$ cat config.mk
export PLATFORM = sky130hd
export DESIGN_NAME = mp_add_seq
export DESIGN_NICKNAME = d
export VERILOG_FILES = /design/src/rtl/rca_pkg.sv /design/src/rtl/mp_add_seq_rca.sv /design/src/rtl/mp_add_seq.sv
export SDC_FILE = /design/constraint.sdc
export NUM_CORES = 1
export LEC_CHECK = 0
export BUFFER_PORTS_ARGS = -buffer_cell sky130_fd_sc_hd__buf_2
export CAP_MARGIN = 20
export CORE_MARGIN = 2
export CORE_UTILIZATION = 25
export CTS_CLUSTER_SIZE = 12
export DETAILED_ROUTE_END_ITERATION = 7
export PLACE_DENSITY = 0.45
export SYNTH_ARGS = -nofsm -noshare
export SYNTH_HDL_FRONTEND = slang
export SYNTH_HIERARCHICAL = 1
export SYNTH_SLANG_ARGS = --single-unit
$ cat constraint.sdc
create_clock -name clk -period 25.2 [get_ports clk]
set_clock_uncertainty 0.1 [all_clocks]
set_input_delay 2.52 -clock clk [delete_from_list [all_inputs] [get_ports clk]]
set_output_delay 2.52 -clock clk [all_outputs]
set_load 0.05 [all_outputs]
$ cat src/rtl/rca_pkg.sv
`default_nettype none
// ============================================================================
//  Module      : rca_pkg
//  Description : Shared word width and sequencer state type for the
//                multi-precision adder around RCA_32.
//  Revision    : 1.0 - initial release
// ============================================================================
package rca_pkg;

    localparam int WORD_W = 32;

    typedef enum logic [0:0] {
        FIRST = 1'b0,
        MID   = 1'b1
    } mp_state_t;

endpackage : rca_pkg
`default_nettype wire

$ cat src/rtl/mp_add_seq_rca.sv
`default_nettype none
// ============================================================================
//  Module      : RCA_32
//  Description : 32-bit ripple-carry adder, one full adder per bit.
//  Revision    : 1.0 - initial release
// ============================================================================
module RCA_32
    import rca_pkg::*;
(
    input  logic [WORD_W-1:0] a,
    input  logic [WORD_W-1:0] b,
    input  logic              cin,
    output logic [WORD_W-1:0] sum,
    output logic              cout
);

    logic [WORD_W:0] w_c;

    assign w_c[0] = cin;

    // Carry ripples from bit 0 upward through one full adder per bit.
    generate
        for (genvar i = 0; i < WORD_W; i++) begin : g_bit
            assign sum[i]   = a[i] ^ b[i] ^ w_c[i];
            assign w_c[i+1] = (a[i] & b[i]) | (w_c[i] & (a[i] ^ b[i]));
        end
    endgenerate

    assign cout = w_c[WORD_W];

endmodule : RCA_32
`default_nettype wire

$ cat src/rtl/mp_add_seq.sv
`default_nettype none
// ============================================================================
//  Module      : mp_add_seq
//  Description : Multi-precision add/subtract sequencer. Takes one 32-bit
//                limb per transfer (LS limb first), chains the carry between
//                limbs and streams results through a one-entry output reg.
//  Revision    : 1.0 - initial release
// ============================================================================
module mp_add_seq
    import rca_pkg::*;
#(
    parameter int IDX_W = 8
) (
    input  logic              clk,
    input  logic              rst,
    input  logic              in_valid,
    output logic              in_ready,
    input  logic [WORD_W-1:0] in_a,
    input  logic [WORD_W-1:0] in_b,
    input  logic              in_sub,
    input  logic              in_last,
    output logic              out_valid,
    input  logic              out_ready,
    output logic [WORD_W-1:0] out_sum,
    output logic [IDX_W-1:0]  out_idx,
    output logic              out_last,
    output logic              out_cout,
    output logic              out_ovf
);

    localparam logic [IDX_W-1:0] IDX_MAX = '1;

    mp_state_t         state_q, state_d;
    logic              carry_q, carry_d;
    logic              sub_q, sub_d;
    logic              out_valid_q, out_valid_d;
    logic [WORD_W-1:0] out_sum_q, out_sum_d;
    logic [IDX_W-1:0]  out_idx_q, out_idx_d;
    logic              out_last_q, out_last_d;
    logic              out_cout_q, out_cout_d;
    logic              out_ovf_q, out_ovf_d;

    logic              w_accept;
    logic              w_first;
    logic              w_sub;
    logic [WORD_W-1:0] w_b;
    logic              w_cin;
    logic [WORD_W-1:0] w_sum;
    logic              w_cout;

    // The output slot can take a new limb when empty or being drained now.
    assign in_ready = !out_valid_q || out_ready;
    assign w_accept = in_valid && in_ready;
    assign w_first  = (state_q == FIRST);

    // Subtraction is two's complement: invert B and inject 1 on the LS limb.
    assign w_sub = w_first ? in_sub : sub_q;
    assign w_b   = in_b ^ {WORD_W{w_sub}};
    assign w_cin = w_first ? w_sub : carry_q;

    RCA_32 u_rca (
        .a    (in_a),
        .b    (w_b),
        .cin  (w_cin),
        .sum  (w_sum),
        .cout (w_cout)
    );

    // Next-state: everything holds unless a limb is accepted; the valid
    // flag alone drops when the held result is taken with nothing behind it.
    always_comb begin
        state_d     = state_q;
        carry_d     = carry_q;
        sub_d       = sub_q;
        out_valid_d = out_valid_q;
        out_sum_d   = out_sum_q;
        out_idx_d   = out_idx_q;
        out_last_d  = out_last_q;
        out_cout_d  = out_cout_q;
        out_ovf_d   = out_ovf_q;

        if (w_accept) begin
            state_d     = in_last ? FIRST : MID;
            if (w_first) begin
                sub_d = in_sub;
            end
            carry_d     = in_last ? 1'b0 : w_cout;
            out_valid_d = 1'b1;
            out_sum_d   = w_sum;
            out_last_d  = in_last;
            out_cout_d  = w_cout;
            out_ovf_d   = in_last && (in_a[WORD_W-1] == w_b[WORD_W-1])
                                  && (w_sum[WORD_W-1] != in_a[WORD_W-1]);
            if (w_first) begin
                out_idx_d = '0;
            end else if (out_idx_q == IDX_MAX) begin
                out_idx_d = IDX_MAX;
            end else begin
                out_idx_d = out_idx_q + 1'b1;
            end
        end else if (out_ready) begin
            out_valid_d = 1'b0;
        end
    end

    // State, carry chain and output register; reset abandons any packet.
    always_ff @(posedge clk or posedge rst) begin
        if (rst) begin
            state_q     <= FIRST;
            carry_q     <= 1'b0;
            sub_q       <= 1'b0;
            out_valid_q <= 1'b0;
            out_sum_q   <= '0;
            out_idx_q   <= '0;
            out_last_q  <= 1'b0;
            out_cout_q  <= 1'b0;
            out_ovf_q   <= 1'b0;
        end else begin
            state_q     <= state_d;
            carry_q     <= carry_d;
            sub_q       <= sub_d;
            out_valid_q <= out_valid_d;
            out_sum_q   <= out_sum_d;
            out_idx_q   <= out_idx_d;
            out_last_q  <= out_last_d;
            out_cout_q  <= out_cout_d;
            out_ovf_q   <= out_ovf_d;
        end
    end

    assign out_valid = out_valid_q;
    assign out_sum   = out_sum_q;
    assign out_idx   = out_idx_q;
    assign out_last  = out_last_q;
    assign out_cout  = out_cout_q;
    assign out_ovf   = out_ovf_q;

endmodule : mp_add_seq
`default_nettype wire

======== Word-level counts from Yosys, hierarchy flattened ========
Cells that the tools add are included.
storage, ports and cells
  output and inout bits ................... 45
  register bits ........................... 47
  bits of input ports ..................... 70
cells by class
  add/subtract/negate cells ............... 1
  equality and inequality tests ........... 3
  muxes and demuxes ....................... 8
  bitwise logic cells ..................... 161
  reduce and logical (&&, ||, !) cells .... 6
operators with widths
  kind                                         count
  AND 1 bit                                    64
  XOR 1 bit                                    64
  OR 1 bit                                     32
  XOR 32 bit                                   1
  2-to-1 mux 8 bit                             2
  adder 8 x 1 -> 8 bit, second input constant  1
  equality test 8 bit, second input constant   1
  2-to-1 mux 1 bit                             6
  logical AND 1 bit                            3
  nonzero test 2 bit                           1
  equality test 1 bit                          1
  logical NOT 1 bit                            1
  logical OR 1 bit                             1
  != test 1 bit                                1

======== Longest topological paths before layout ========
  depth in word-level cells ............... 68
  mapped depth ............................ 41

======== Hierarchy ========
Netlist, hierarchy kept.
modules (own cells, without submodules)
  module      times used  cells an instance  area each (um2)  sequential area each (um2)
  mp_add_seq  1           251                2237.1           1176.1
  RCA_32      1           42                 678.2            0.0

======== Worst setup path before layout ========
No wires, ideal clock.
  kind .................................... input to register
  start point ............................. input port in_sub
  end point ............................... register out_ovf_q, in the netlist out_ovf
  library setup time ...................... 126 ps
  buffers on the path ..................... 0
  cell stages on the path ................. 40
  setup slack ............................. 9591 ps
  arrival ................................. 15383 ps
  cells stage by stage .................... mux2i_4 -> xnor2_1 -> fa_1 -> fa_1 -> fa_1 -> fa_1 -> fa_1 -> fa_1 -> fa_1 -> fa_1 -> fa_1 -> fa_1 -> fa_1 -> fa_1 -> fa_1 -> fa_1 -> fa_1 -> fa_1 -> (+4 left out) -> fa_1 -> fa_1 -> fa_1 -> fa_1 -> fa_1 -> fa_1 -> fa_1 -> fa_1 -> fa_1 -> fa_1 -> fa_1 -> fa_1 -> fa_1 -> inv_1 -> fa_1 -> inv_1 -> nor3_1 -> a221o_1
between the ends
  word-level cells in the longest chain between the ends .. 68
  elaborated cells on any way between the ends .. 133
  classes of those cells .................. eq/ne (2); mux (2); bitwise (127); reduce/logical (2)
ends and longest elaborated chain
  element                RTL line              RTL
  start, declared        mp_add_seq.sv:20      input logic in_sub,
  2-to-1 mux 1 bit (*)   -
  XOR 32 bit (*)         mp_add_seq.sv:58      assign w_b = in_b ^ {WORD_W{w_sub}};
  named net w_b[0]       mp_add_seq.sv:46      logic [WORD_W-1:0] w_b;
  XOR 1 bit              mp_add_seq_rca.sv:25  assign w_c[i+1] = (a[i] & b[i]) | (w_c[i] & (a[i] ^ b[i]));
  AND 1 bit              mp_add_seq_rca.sv:25
  OR 1 bit (*)           mp_add_seq_rca.sv:25
  AND 1 bit (*)          mp_add_seq_rca.sv:25
  OR 1 bit (*)           mp_add_seq_rca.sv:25
  (+54 left out)         -
  AND 1 bit (*)          mp_add_seq_rca.sv:25
  OR 1 bit (*)           mp_add_seq_rca.sv:25
  AND 1 bit (*)          mp_add_seq_rca.sv:25
  OR 1 bit (*)           mp_add_seq_rca.sv:25
  XOR 1 bit (*)          mp_add_seq_rca.sv:24  assign sum[i] = a[i] ^ b[i] ^ w_c[i];
  named net w_sum[31]    mp_add_seq.sv:48      logic [WORD_W-1:0] w_sum;
  != test 1 bit (*)      mp_add_seq.sv:93      && (w_sum[WORD_W-1] != in_a[WORD_W-1]);
  logical AND 1 bit (*)  mp_add_seq.sv:93
  end signal, assigned   mp_add_seq.sv:127     out_ovf_q <= out_ovf_d;
  end, declared          mp_add_seq.sv:41      logic out_ovf_q, out_ovf_d;
Mark *: on every way through the listed nets, which the timed path passes. The rest lies on a longest branch.
A chain may end at the register's enable or synchronous reset.

======== Worst setup path in the final report ========
  start point ............................. input port in_sub
  end point ............................... register out_ovf_q, in the netlist out_ovf
between the ends
  elaborated cells on any way between the ends .. 133
  classes of those cells .................. eq/ne (2); mux (2); bitwise (127); reduce/logical (2)
RTL lines
  element                RTL line
  2-to-1 mux 1 bit (*)   -
  XOR 32 bit (*)         mp_add_seq.sv:58
  named net w_b[1]       mp_add_seq.sv:46
  XOR 1 bit              mp_add_seq_rca.sv:25
  AND 1 bit              mp_add_seq_rca.sv:25
  OR 1 bit (*)           mp_add_seq_rca.sv:25
  AND 1 bit (*)          mp_add_seq_rca.sv:25
  OR 1 bit (*)           mp_add_seq_rca.sv:25
  (+52 left out)         -
  AND 1 bit (*)          mp_add_seq_rca.sv:25
  OR 1 bit (*)           mp_add_seq_rca.sv:25
  AND 1 bit (*)          mp_add_seq_rca.sv:25
  OR 1 bit (*)           mp_add_seq_rca.sv:25
  XOR 1 bit (*)          mp_add_seq_rca.sv:24
  named net w_sum[31]    mp_add_seq.sv:48
  != test 1 bit (*)      mp_add_seq.sv:93
  logical AND 1 bit (*)  mp_add_seq.sv:93
Marks and branches as above.

==> impl_metrics.ini <==
[outcome]
outcome = finished, final reports clean

[layout]
finalNonFillerCells = 547
nNetsFinal = 506
final_core_util_pct = 33.4
syn_to_final_growth_pct = 30.9
design_area_mm2 = 0.00382
insertedDiodeCount = 0
drive_gt1_share_pct = 32.2

[cts]
cts_sinks = 47
cts_tree = done
insertion_delay_ns = 0.28
h-tree-depth = 2
cts_resized = 0
cts_buffers = 5
clockBufferDepth = 2
clkTransAtPathRegs_ns = 0.07
cts_hold_buf = 0
post-cts-setup-buffers = 0
root_buffer = clkbuf_16

[timing]
rsz0062_at_grt = no
finalSetupViolCount = 0
setup_ws_ns = 9.15
fmax_ghz = 0.0623
period_needed_ns = 16.05
hold-worst-slack_ns = 0.367
max_slew.worst_pin.slew_ns = 0.914
drv_slew = 0
timing.max_slew.rel_slack_pct = 39.1
fin_tns_setup_ns = 0
hold_viol = 0
fin_crit_sh_pct = 63.7

[placed_design]
pre_cts_ws_ns = 8.76
gp_congestion = 0.714
dpl.hpwl_um = 5320
place_inst = 539
io_buffer_count = 114
place_area_mm2 = 0.00364

[run]
maxCapViolations = 0

[grt]
top_usage_layer = met2
grt_max_degree = 48
grt_overflow = 0
antenna_found_initial = 0
grt_pass1_wl_um = 11400
grt_pass1_vias = 2297
grt_usage_pct = 11.4
use_met2_pct = 20.7
use_met1_pct = 13.4
use_met3_pct = 2.83

[die]
die_area_mm2 = 0.0125
num_rows = 39
die_h_um = 112
die_w_um = 112
boundaryPins = 115
start_util_pct = 25.5
coreArea_mm2 = 0.0114

[critical_path]
path_max_fanout = 32
reg2reg_from = state_q
path_class = in -> reg
critPathArrivalTime_ns = 16.12
max_stage_delay_ns = 0.49
rrSetupSlack_ns = 10.71
required_ns = 25.27
r2r_end = out_ovf
critPathMostFrequentCell = fa_1
start_kind = primary input
cp_slowest_cell = buf_4
end_kind = register
r2r_cells = 40

[min_path]
hold_end = out_sum[25]
hp-class = reg -> reg
hold_path_startpoint = out_sum[25]
min_path_cells = 2

[power_and_ir_drop]
power_mw = 0.422
power_density_mw_per_mm2 = 111
ir_drop_v = 0.0000449
p_leak_nw = 1.94

[synth]
yosys-top-cells-area = dfrtp_1 (40%), fa_1 (22%), nand2_1 (14%)
ys_seq_area_share_pct = 40.3
synthFlopType = dfrtp_1
synth_top_area_cell = dfrtp_1
yosysMostFrequentCell = nand2_1
synthDistinctLibCells = 27
ys_warn_count = 6
netlist_area_mm2 = 0.00292
synth-edff-count = 0
synth_commonest_cells = nand2_1 (112), dfrtp_1 (47), fa_1 (32)
syn_nets = 396
synth_cells = 293
synth_top_area_share_pct = 40.3
async_flop_share_pct = 100
ys_seq_elements = 47
avgSynthCellArea_um2 = 9.95

[drt]
drcViolationCount = 0
drt_wl_total_um = 7140
drt_iter0_drc = 102
vias_per_cell = 4.20
wl_per_cell_um = 13.1
dr.pass1.iters = 4
vias = 2295
ant_nets = 0
==> power by group <==
group / internal [mW] / switching (mW) / total (mW)
Combinational: 0.0631 / 0.162 / 0.225
Sequential: 0.102 / 0.0166 / 0.119
Clock: 0.0494 / 0.0290 / 0.0784
==> cells in the final DEF, fill, tap and decap left out, types with 2 or more instances in the layout <==
cell	count
inv_1	12
o21ai_0	8
nand4_1	2
nor3_1	3
dfrtp_1	47
nand3b_1	2
a21oi_1	6
o31ai_1	3
xnor2_1	31
nand3_1	4
fa_1	32
nor2_1	2
buf_2	114
nand2_1	111
clkbuf_16	5
nand2b_1	2
a31oi_1	2
a2bb2oi_1	2
==> per-layer routing <==
metal	routed length, µm	up-vias
li1	-	1129
met1	3020	1109
met2	3700	55
met3	368	2
met4	49	0
met5	0	-
==> worst max path at each step <==
| stage | endpoint | from | depth (start not counted) | slack [ns] |
|---|---|---|---|---|
| 2_1_floorplan | out_ovf | in_sub | 40 | 9.59 |
| 3_3_place_gp | out_ovf | in_sub | 41 | 8.93 |
| 3_5_place_dp | out_ovf | in_sub | 41 | 8.76 |
| 4_1_cts | out_ovf | in_sub | 41 | 9.06 |
| 5_1_grt | out_ovf | in_sub | 41 | 8.63 |
| 6_report | out_ovf | in_sub | 41 | 9.15 |
==> logic make-up after synthesis <==
group | after synthesis | synth area share (%)
AO/OA/AOI/OAI | 23 | 4.81
XOR/XNOR | 32 | 9.87
adder cells (fa/ha/maj) | 33 | 22.4
buffers and inverters | 26 | 3.52
flip-flops | 47 | 40.3
multiplexers | 2 | 1.16
AND/OR/NAND/NOR | 130 | 17.9
==> area by class of cell <==
cell class | instances | area, µm²
timing repair buffer | 116 | 598
clock buffer | 6 | 139
fill | 1204 | 7600
tap | 143 | 179
multi-input combinational | 220 | 1640
sequential | 47 | 1180
inverter | 13 | 48.8
clock inverter | 2 | 35.0
==> critical path: cells and delay by family <==
kind            cells  cell delay, ns
fa+ha+maj          31           11.94
buf+inv             6            0.92
compound gates      1            0.35
xor+xnor            1            0.16
mux                 1            0.15
simple gates        1            0.06
==> registers in the layout (all words and copies together), names as in the netlist <==
signal,flops
state_q,1
out_sum,32
out_cout,1
carry_q,1
out_valid,1
sub_q,1
out_last,1
out_idx,8
out_ovf,1
Note: power is estimated with default switching activity, not from simulation.
